===== src/rtl/fifo_stream_reader.sv =====
// fifo_stream_reader: pops a fixed-length burst from a synchronous FIFO with
// one-cycle registered read latency and re-presents the words as a
// valid/ready stream with a last-word flag. A 3-entry output buffer plus a
// one-bit in-flight credit absorbs the FIFO latency so the stream can run at
// one word per cycle and stay safe under backpressure.
module fifo_stream_reader #(
    parameter int data_width = 25,
    parameter int len_width  = 16
) (
    input  logic                  clk,
    input  logic                  rst,
    input  logic                  stall,
    input  logic                  start,
    input  logic [len_width-1:0]  len,
    output logic                  busy,
    output logic                  done,
    input  logic                  fifo_empty,
    output logic                  fifo_rd_en,
    input  logic [data_width-1:0] fifo_dout,
    output logic                  m_valid,
    input  logic                  m_ready,
    output logic [data_width-1:0] m_data,
    output logic                  m_last
);

    typedef enum logic [1:0] {
        S_IDLE = 2'd0,
        S_RUN  = 2'd1,
        S_DONE = 2'd2
    } state_t;

    state_t                state_q;
    logic [len_width-1:0]  remaining_issue_q;
    logic [len_width-1:0]  remaining_out_q;
    logic [1:0]            occ_q;
    logic [1:0]            head_q;
    logic [1:0]            tail_q;
    logic                  inflight_q;
    logic [data_width-1:0] obuf_q [3];

    logic                  capture;
    logic                  xfer;
    logic [2:0]            credit_used;

    // Pointer advance with wrap over the three buffer slots.
    function automatic logic [1:0] next_ptr(input logic [1:0] p);
        return (p == 2'd2) ? 2'd0 : p + 2'd1;
    endfunction

    // Credit counts buffered words plus the word still inside the FIFO's
    // read register, so the buffer can never be overrun and the pop request
    // never depends on m_ready.
    always_comb begin
        credit_used = {1'b0, occ_q} + {2'b00, inflight_q};
        fifo_rd_en  = (state_q == S_RUN) && !stall && !fifo_empty &&
                      (remaining_issue_q != '0) && (credit_used < 3'd3);
        capture     = inflight_q && !stall;
        m_valid     = (occ_q != 2'd0) && !stall;
        xfer        = m_valid && m_ready;
        m_data      = obuf_q[head_q];
        m_last      = m_valid && (remaining_out_q == len_width'(1));
        busy        = (state_q != S_IDLE);
        done        = (state_q == S_DONE);
    end

    // Output buffer slots: each one loads the FIFO read data when it is the
    // tail and the word popped last cycle lands.
    generate
        for (genvar gi = 0; gi < 3; gi++) begin : g_obuf
            always_ff @(posedge clk) begin
                if (rst) begin
                    obuf_q[gi] <= '0;
                end else if (capture && (tail_q == 2'(gi))) begin
                    obuf_q[gi] <= fifo_dout;
                end
            end
        end
    endgenerate

    // Control FSM with burst counters, occupancy and in-flight tracking;
    // stall freezes every register.
    always_ff @(posedge clk) begin
        if (rst) begin
            state_q           <= S_IDLE;
            remaining_issue_q <= '0;
            remaining_out_q   <= '0;
            occ_q             <= 2'd0;
            head_q            <= 2'd0;
            tail_q            <= 2'd0;
            inflight_q        <= 1'b0;
        end else if (!stall) begin
            inflight_q <= fifo_rd_en;
            case (state_q)
                S_IDLE: begin
                    if (start) begin
                        remaining_issue_q <= len;
                        remaining_out_q   <= len;
                        state_q           <= (len == '0) ? S_DONE : S_RUN;
                    end
                end
                S_RUN: begin
                    if (fifo_rd_en) begin
                        remaining_issue_q <= remaining_issue_q - len_width'(1);
                    end
                    if (capture) begin
                        tail_q <= next_ptr(tail_q);
                    end
                    if (xfer) begin
                        head_q          <= next_ptr(head_q);
                        remaining_out_q <= remaining_out_q - len_width'(1);
                    end
                    if (capture && !xfer) begin
                        occ_q <= occ_q + 2'd1;
                    end else if (!capture && xfer) begin
                        occ_q <= occ_q - 2'd1;
                    end
                    if (xfer && (remaining_out_q == len_width'(1))) begin
                        state_q <= S_DONE;
                    end
                end
                S_DONE: begin
                    state_q <= S_IDLE;
                end
                default: begin
                    state_q <= S_IDLE;
                end
            endcase
        end
    end

endmodule


===== config.mk =====
export PLATFORM = sky130hd
export DESIGN_NAME = fifo_stream_reader
export DESIGN_NICKNAME = d
export VERILOG_FILES = /design/src/rtl/fifo_stream_reader.sv
export SDC_FILE = /design/constraint.sdc
export NUM_CORES = 1
export LEC_CHECK = 0
export BUFFER_PORTS_ARGS = -buffer_cell sky130_fd_sc_hd__buf_4
export CELL_PAD_IN_SITES_DETAIL_PLACEMENT = 2
export CELL_PAD_IN_SITES_GLOBAL_PLACEMENT = 2
export CORE_ASPECT_RATIO = 1.25
export CORE_MARGIN = 1.5
export CORE_UTILIZATION = 33
export DETAILED_ROUTE_END_ITERATION = 10
export GPL_ROUTABILITY_DRIVEN = 0
export PLACE_DENSITY = 0.84
export SLEW_MARGIN = 5
export SYNTH_ARGS = -nofsm -noshare
export SYNTH_HDL_FRONTEND = slang
export SYNTH_SLANG_ARGS = --single-unit

===== constraint.sdc =====
create_clock -name clk -period 2.9 [get_ports clk]
set_clock_uncertainty 0.15 [all_clocks]
set_input_delay 0 -clock clk [delete_from_list [all_inputs] [get_ports clk]]
set_output_delay 0 -clock clk [all_outputs]
set_load 0.1 [all_outputs]

==> reports/results.md, run 1 <==
| Step | Quantity | Value |
|---|---|---|
| floorplanning | Height of the chip | 152 microns |
| outcome | Status | complete, no violations |
| logic synthesis | Proportion of netlist area held by the largest area contributor | 38.5% |
| logic synthesis | Leading cell types by total area after synthesis | sky130_fd_sc_hd__edfxtp_1 38%, sky130_fd_sc_hd__dfxtp_1 15%, sky130_fd_sc_hd__and2_1 8.4% |
| critical path | Worst Setup Path Type | reg -> reg |
| power and ir drop | Cell Pwr Density | 661 nW/um^2 |
| critical path | Crit path arrival time | 2820 ps |
| placed design | Placed Instances | 876 |
| floorplanning | Total number of placement rows | 54 |
| routing | Number of nets still failing antenna checks after routing | 0 |
| logic synthesis | Count of state elements after synthesis | 118 |
| floorplanning | X dimension of the die | 122 microns |
| critical path | Critical path required time | 3040 ps |
| routing | Number of vias in the routed layout | 5124 |
| power and ir drop | Peak supply drop | 0.407 mV |
| logic synthesis | Net Count, Synth | 644 |
| placed design | Post-DP HPWL | 12500 microns |
| sta | Fin Hold WS | 5.20 ps |
| critical path | Element type at the critical path start | register |
| floorplanning | Initial standard-cell utilization of the core | 33.6% |
| sta | Final worst path period need | 2680 ps |
| routing | Post-detailed-route wirelength per cell | 22.0 microns |
| clock network | Number of gates resized after cts | 0 |
| logic synthesis | Top-count cell post-synth | sky130_fd_sc_hd__and2_1 |
| routing | Avg Vias per Cell | 5.38 |
| clock network | Clock-pin transition on the worst setup and hold timing paths | 60 ps |
| critical path | Chain of cells forming the critical path | nor4_1 > nand4b_1 > o211a_1 > a21oi_1 > dlygate4sd3_1 > nor2_1 |
| global routing | Pin count of the biggest net entering global routing | 51 |
| critical path | Endpoint class of the critical path | register |
| sta | Post-route clock period utilization | 92.5% |
| clock network | CTS Hold Bufs | 45 |
| critical path | Top fanout value on the critical path | 7 |
| final layout | Final Non-Filler Cells | 952 |
| logic synthesis | Avg Synthesized Cell Area | 9.91 sq um |
| clock network | CTS root buf | sky130_fd_sc_hd__clkbuf_16 |
| floorplanning | Number of I/O pins | 77 |
| logic synthesis | Dominant register cell in the synthesized netlist | sky130_fd_sc_hd__edfxtp_1 |
| global routing | First-pass GRT wire length | 32600 microns |
| clock network | Clock tree from TritonCTS | done |
| clock network | TritonCTS sink count | 118 |
| clock network | Postcts setup bufs | 0 |
| critical path | Critical path's largest stage delay | 600 ps |
| logic synthesis | Mapped cell area | 5860 sq um |
| global routing | Grt ovf | 0 |
| logic synthesis | Most area-hungry cell type in the Yosys netlist | sky130_fd_sc_hd__edfxtp_1 |
| floorplanning | DIE AREA | 18600 sq um |
| sta | Hold Violations, Final | 0 |
| logic synthesis | Async set-reset flop share out of synthesis | 0% |
| global routing | Initial antenna violation count | 0 |
| clock network | CTS Buf Count | 17 |
| sta | Final setup fails | 0 |
| sta | Worst Tran Pin Value | 1090 ps |
| routing | Detailed-route DRC error count | 0 |
| routing | Pre-Repair DR Iteration Count | 4 |
| logic synthesis | Synthesis Warnings | 0 |
| sta | Setup repair after global routing missed its margin | false |
| global routing | Vias in the first global route | 5756 |
| power and ir drop | Leakage power | 2.98 nW |
| final layout | Fraction of final layout cells sized beyond drive strength 1 | 19.4% |
| routing | Final WL | 21000 microns |
| clock network | Clock insertion delay at the later pin of the skew report | 420 ps |
| final layout | Antenna Cells | 0 |
| critical path | Cell family with most CP delay | simple AND/OR/NAND/NOR gates |
| placed design | Port buffer count | 76 |
| routing | Iteration-0 DRC Markers | 274 |
| logic synthesis | Register area share after synthesis | 53.2% |
| final layout | Net count reported at finish | 769 |
| clock network | Number of buffers on the longest clock path | 2 |
| critical path | Cell with the largest stage delay on the worst path | sky130_fd_sc_hd__nor4_1 |
| sta | Total count of max-transition violations in the final report | 0 |
| global routing | Global router's overall resource usage | 23.3% |
| logic synthesis | Number of unique standard cell types used by synthesis | 59 |
| sta | Max_slew headroom | 27.6% |
| clock network | Maximum level of the CTS H-tree | 4 |
| logic synthesis | Post-Synthesis Cells | 591 |
| critical path | Worst Path Buf+Inv | 1 |
| final layout | Synthesis-to-finish area growth | 32.8% |
| floorplanning | CORE AREA | 17400 sq um |
| hold path | Class of the worst hold path | in -> reg |
| logic synthesis | Number of enable flip-flop cells after synthesis | 75 |
| job | Max-cap check violation count | 0 |
| sta | Max Clock Freq | 373 MHz |
| logic synthesis | List of most frequent post-synthesis cells | 79 x sky130_fd_sc_hd__and2_1, 75 x sky130_fd_sc_hd__edfxtp_1, 71 x sky130_fd_sc_hd__nand2_1, 51 x sky130_fd_sc_hd__o21ai_0, 43 x sky130_fd_sc_hd__dfxtp_1 |
metrics by stage:
stage	setup slack, ps	instance area (sq um)	utilization (%)	TNS (ps)	total power (W)
finish	218	7770	44.6	0	0.00514
global route	52.3	7770	44.6	0	0.00532
CTS	306	7770	44.6	0	0.00511
detailed placement	455	6720	38.6	0	0.00288
global placement	577	6720	38.6	0	0.00283
floorplan	-73.2	5870	-	-73.2	0.00256
sequential cells by signal, indices dropped and copies added, names as in the netlist, named ones only:
register           flops
head_q                 2
inflight_q             1
obuf_q                75
occ_q                  2
remaining_issue_q     16
remaining_out_q       16
state_q                2
tail_q                 2
worst paths after layout:
| path | from | slack, ps | to | depth (start not counted) |
|---|---|---|---|---|
| worst min-delay path | rst | 5 | occ_q[1] | 3 |
| worst max register to register | remaining_issue_q[7] | 220 | inflight_q | 6 |
| worst max-delay path | remaining_issue_q[7] | 220 | inflight_q | 6 |
| worst min register to register | remaining_issue_q[6] | 350 | remaining_issue_q[6] | 2 |
power breakdown:
| part | internal [W] | total [W] | switching [W] |
|---|---|---|---|
| Sequential | 0.00187 | 0.00194 | 0.0000724 |
| Combinational | 0.000340 | 0.000985 | 0.000645 |
| Clock | 0.00136 | 0.00222 | 0.000858 |
| Total | 0.00356 | 0.00514 | 0.00158 |
cell families after synthesis:
| kind of cell | after synthesis | synth area share, % |
|---|---|---|
| adder cells (fa/ha/maj) | 6 | 1.28 |
| AND/OR/NAND/NOR | 247 | 22.2 |
| multiplexers | 25 | 4.27 |
| buffers and inverters | 44 | 3.23 |
| AO/OA/AOI/OAI | 148 | 15.4 |
| XOR/XNOR | 3 | 0.449 |
| flip-flops | 118 | 53.2 |
cell type report:
class	instances	area [sq um]
Fill cell	1832	9660
Sequential cell	118	3110
Multi-Input combinational cell	429	2580
Timing Repair Buffer	139	1160
Clock buffer	17	425
Tap cell	224	280
Clock inverter	14	176
Inverter	11	41.3
tightest hold or removal path, delay by kind of cell:
kind	cells	cell delay, ps
buffers and inverters	2	390
AND/OR/NAND/NOR	1	140
per-layer routing:
| metal | wire length (microns) | up-vias | global-route usage, % |
|---|---|---|---|
| met5 | 0 | - | 0 |
| met4 | 384 | 0 | 7.48 |
| met3 | 614 | 30 | 4.35 |
| met2 | 11700 | 108 | 44.6 |
| met1 | 8250 | 2612 | 25.1 |
| li1 | - | 2374 | - |
layout by cell type (no fill, tap or decap), types with 8 or more instances in the layout:
master / netlist / final
sky130_fd_sc_hd__nor2_1: 34 / 34
sky130_fd_sc_hd__dfxtp_1: 43 / 42
sky130_fd_sc_hd__nor4_1: 10 / 8
sky130_fd_sc_hd__and2_1: 79 / 79
sky130_fd_sc_hd__nand3_1: 9 / 9
sky130_fd_sc_hd__o21ai_0: 51 / 26
sky130_fd_sc_hd__o21ai_1: 7 / 32
sky130_fd_sc_hd__buf_4: 0 / 94
sky130_fd_sc_hd__mux2i_1: 25 / 25
sky130_fd_sc_hd__edfxtp_1: 75 / 75
sky130_fd_sc_hd__nor3_1: 9 / 9
sky130_fd_sc_hd__inv_1: 10 / 10
sky130_fd_sc_hd__dlygate4sd3_1: 0 / 45
sky130_fd_sc_hd__nand2_1: 71 / 71
sky130_fd_sc_hd__a21oi_1: 41 / 41
sky130_fd_sc_hd__clkbuf_16: 0 / 17
Power figures use the tool's default switching activity.
==> inputs of run 2 (changes only) <==
--- a/config.mk
+++ b/config.mk
@@ -14,6 +14,7 @@
 export DETAILED_ROUTE_END_ITERATION = 10
 export GPL_ROUTABILITY_DRIVEN = 0
 export PLACE_DENSITY = 0.84
+export SETUP_SLACK_MARGIN = 0.3
 export SLEW_MARGIN = 5
 export SYNTH_ARGS = -nofsm -noshare
 export SYNTH_HDL_FRONTEND = slang
==> run 2 against run 1 <==
- maximum frequency is 5.7% higher
- combinational power is 0.4% lower
- sequential cell count stayed put
- routed wire length is 3.0% lower
- via count is 0.47% lower
- hold slack better by 280 ps
- sequential share of layout area is 0.54 points lower
- count of clock-buffer cells in the layout stayed put
- sequential power hardly changed
- largest power group unchanged
==> reports/results.md, run 2 (synthesis results as in run 1) <==
| Step | Quantity | Value | Delta |
|---|---|---|---|
| outcome | Status | complete, no violations |  |
| final layout | Final core utilization | 45.2% | +0.61 points |
| sta | Max_slew headroom | 29.7% | +2.1 points |
| final layout | Most common cell after layout, fill and taps aside | sky130_fd_sc_hd__buf_4 |  |
| sta | Final setup fails | 0 | unchanged |
| floorplanning | X dimension of the die | 122 microns | unchanged |
| global routing | Global router's overall resource usage | 22.8% | -0.48 points |
| final layout | Final Non-Filler Cells | 954 | +0.21% |
| critical path | CP Launch Point | remaining_out_q[12] |  |
| critical path | Crit path arrival time | 2680 ps | -140 ps |
| power and ir drop | Cell Pwr Density | 658 nW/um^2 | -0.53% |
| critical path | Critical path's largest stage delay | 580 ps | -20 ps |
| routing | Detailed-route DRC error count | 0 | unchanged |
| critical path | Critical path required time | 3040 ps | about the same |
| critical path | Top fanout value on the critical path | 4 | -3 |
| critical path | Reg2reg path depth | 5 | -1 |
| global routing | Grt ovf | 0 | unchanged |
| critical path | Destination of the critical timing path | state_q[0] |  |
| critical path | Element type at the critical path start | register |  |
| global routing | Initial antenna violation count | 0 | unchanged |
| critical path | Endpoint class of the critical path | register |  |
| final layout | Synthesis-to-finish area growth | 34.6% |  |
| floorplanning | Initial standard-cell utilization of the core | 33.6% | unchanged |
| critical path | R2R Path End | state_q[0] |  |
| clock network | Clock tree from TritonCTS | done |  |
| clock network | Number of buffers on the longest clock path | 2 | unchanged |
| sta | Total count of max-transition violations in the final report | 0 | unchanged |
| placed design | Placed Instances | 876 | unchanged |
| critical path | Cell family with most CP delay | simple AND/OR/NAND/NOR gates |  |
| placed design | Post-DP HPWL | 12500 microns | +0.44% |
| floorplanning | Total number of placement rows | 54 | unchanged |
| clock network | CTS root buf | sky130_fd_sc_hd__clkbuf_16 |  |
| floorplanning | DIE AREA | 18600 sq um | unchanged |
| sta | Post-route clock period utilization | 87.5% | -5.0 points |
| sta | Worst Tran Pin Value | 1050 ps | -31.6 ps |
| hold path | Class of the worst hold path | in -> reg |  |
| final layout | Commonest non-fill, non-tap cells in the layout | 94 x sky130_fd_sc_hd__buf_4, 79 x sky130_fd_sc_hd__and2_1, 75 x sky130_fd_sc_hd__edfxtp_1 |  |
| final layout | Layout fillers | 1813 | -1.0% |
| floorplanning | CORE AREA | 17400 sq um | unchanged |
| final layout | Antenna Cells | 0 | unchanged |
| sta | Final worst path period need | 2540 ps | -145 ps |
| sta | Setup repair after global routing missed its margin | false |  |
| global routing | Vias in the first global route | 5869 | +2.0% |
| routing | Number of nets still failing antenna checks after routing | 0 | unchanged |
| clock network | TritonCTS sink count | 118 | unchanged |
| routing | Avg Vias per Cell | 5.35 | -0.68% |
| critical path | Cell with the largest stage delay on the worst path | sky130_fd_sc_hd__dlygate4sd3_1 |  |
| placed design | Port buffer count | 76 | unchanged |
| placed design | Cell area reported after detailed placement | 6760 sq um | +0.60% |
| final layout | Fraction of final layout cells sized beyond drive strength 1 | 21.1% | +1.7 points |
| global routing | First-pass GRT wire length | 32400 microns | -0.57% |
| critical path | Count of cell instances traversed by the critical path | 5 | -1 |
| global routing | Pin count of the biggest net entering global routing | 41 | -20% |
| clock network | Maximum level of the CTS H-tree | 4 | unchanged |
| final layout | Net count reported at finish | 771 | +0.26% |
| power and ir drop | Peak supply drop | 0.410 mV | +0.87% |
| routing | Iteration-0 DRC Markers | 260 | -5.1% |
| power and ir drop | Leakage power | 3.02 nW | +1.3% |
| routing | Final WL | 20400 microns | -3.0% |
| critical path | Slack of the worst reg-to-reg path | 360 ps | +150 ps |
| sta | Fin Hold WS | 287 ps | +282 ps |
| floorplanning | Number of I/O pins | 77 | unchanged |
| clock network | CTS Buf Count | 17 | unchanged |
| final layout | Register with the highest flop count | obuf_q |  |
| final layout | Max reg flops | 75 | unchanged |
| floorplanning | Height of the chip | 152 microns | unchanged |
| final layout | Largest registers | obuf_q: 75 flops, remaining_issue_q: 16 flops, remaining_out_q: 16 flops |  |
| critical path | Worst Path Buf+Inv | 1 | unchanged |
| clock network | Clock insertion delay at the later pin of the skew report | 410 ps | about the same |
| sta | Hold Violations, Final | 0 | unchanged |
| critical path | Worst Setup Path Type | reg -> reg |  |
| routing | Number of vias in the routed layout | 5100 | -0.47% |
| sta | Max Clock Freq | 394 MHz | +5.7% |
| final layout | Post-route cell area | 7880 sq um | +1.4% |
| critical path | Reg-to-reg startpoint | remaining_out_q[12] |  |
| clock network | Clock-pin transition on the worst setup and hold timing paths | 70 ps | about the same |
| routing | Pre-Repair DR Iteration Count | 4 | unchanged |
| routing | Post-detailed-route wirelength per cell | 21.3 microns | -3.2% |
| critical path | Chain of cells forming the critical path | or3_1 > or4_4 > o41ai_4 > a21oi_1 > dlygate4sd3_1 |  |
| job | Max-cap check violation count | 0 | unchanged |
[run 2: how the worst min path moves through the flow]
stage | start | end | slack (ps) | cells past startpoint
floorplan | len[0] | remaining_out_q[0] | 30 | 2
global placement | fifo_dout[1] | obuf_q[1][1] | 140 | 2
detailed placement | fifo_dout[14] | obuf_q[1][14] | 150 | 2
CTS | fifo_dout[20] | obuf_q[1][20] | 260 | 3
global route | fifo_dout[23] | obuf_q[0][23] | 290 | 3
finish | fifo_dout[9] | obuf_q[2][9] | 290 | 3
[run 2: metal layers]
metal	vias to the layer above	part of all wire [%]	global-route usage (%)
met2	109	55	42.7
met4	0	2.0	7.14
met3	27	2.6	4.17
li1	2390	-	-
met5	-	0	0
met1	2574	41	25.6
[run 2: tightest hold or removal path, stage by stage]
cell                            delay [ps]
sky130_fd_sc_hd__dlygate4sd3_1         530
sky130_fd_sc_hd__buf_4                 110
sky130_fd_sc_hd__and2_1                110
[run 2: what timing repair did]
| action | 4_1_cts | 5_1_grt |
|---|---|---|
| resized for setup | 0 | 3 |
| endpoints found under the hold margin | 110 | 0 |
| setup buffers | 0 | 0 |
| setup endpoints to repair | 0 | 4 |
| hold buffers | 47 | 0 |
[run 2: metrics by stage]
stage / total power, W / setup slack [ps] / TNS (ps)
finish: 0.00518 / 363 / 0
global route: 0.00539 / 303 / 0
CTS: 0.00519 / 323 / 0
detailed placement: 0.00288 / 381 / 0
global placement: 0.00283 / 548 / 0
floorplan: 0.00256 / -73.2 / -73.2
[run 2: cell type report]
class	instances	area [sq um]	area share, %
Clock buffer	17	425	5.40
Clock inverter	14	200	2.54
Inverter	11	41.3	0.524
Multi-Input combinational cell	429	2640	33.5
Sequential cell	118	3110	39.5
Tap cell	224	280	3.56
Timing Repair Buffer	141	1180	14.9
[run 2: power by group]
group	leakage, nW	switching, W	internal [W]
Combinational	1.59	0.000639	0.000342
Sequential	1.12	0.0000722	0.00187
Clock	0.297	0.000817	0.00144
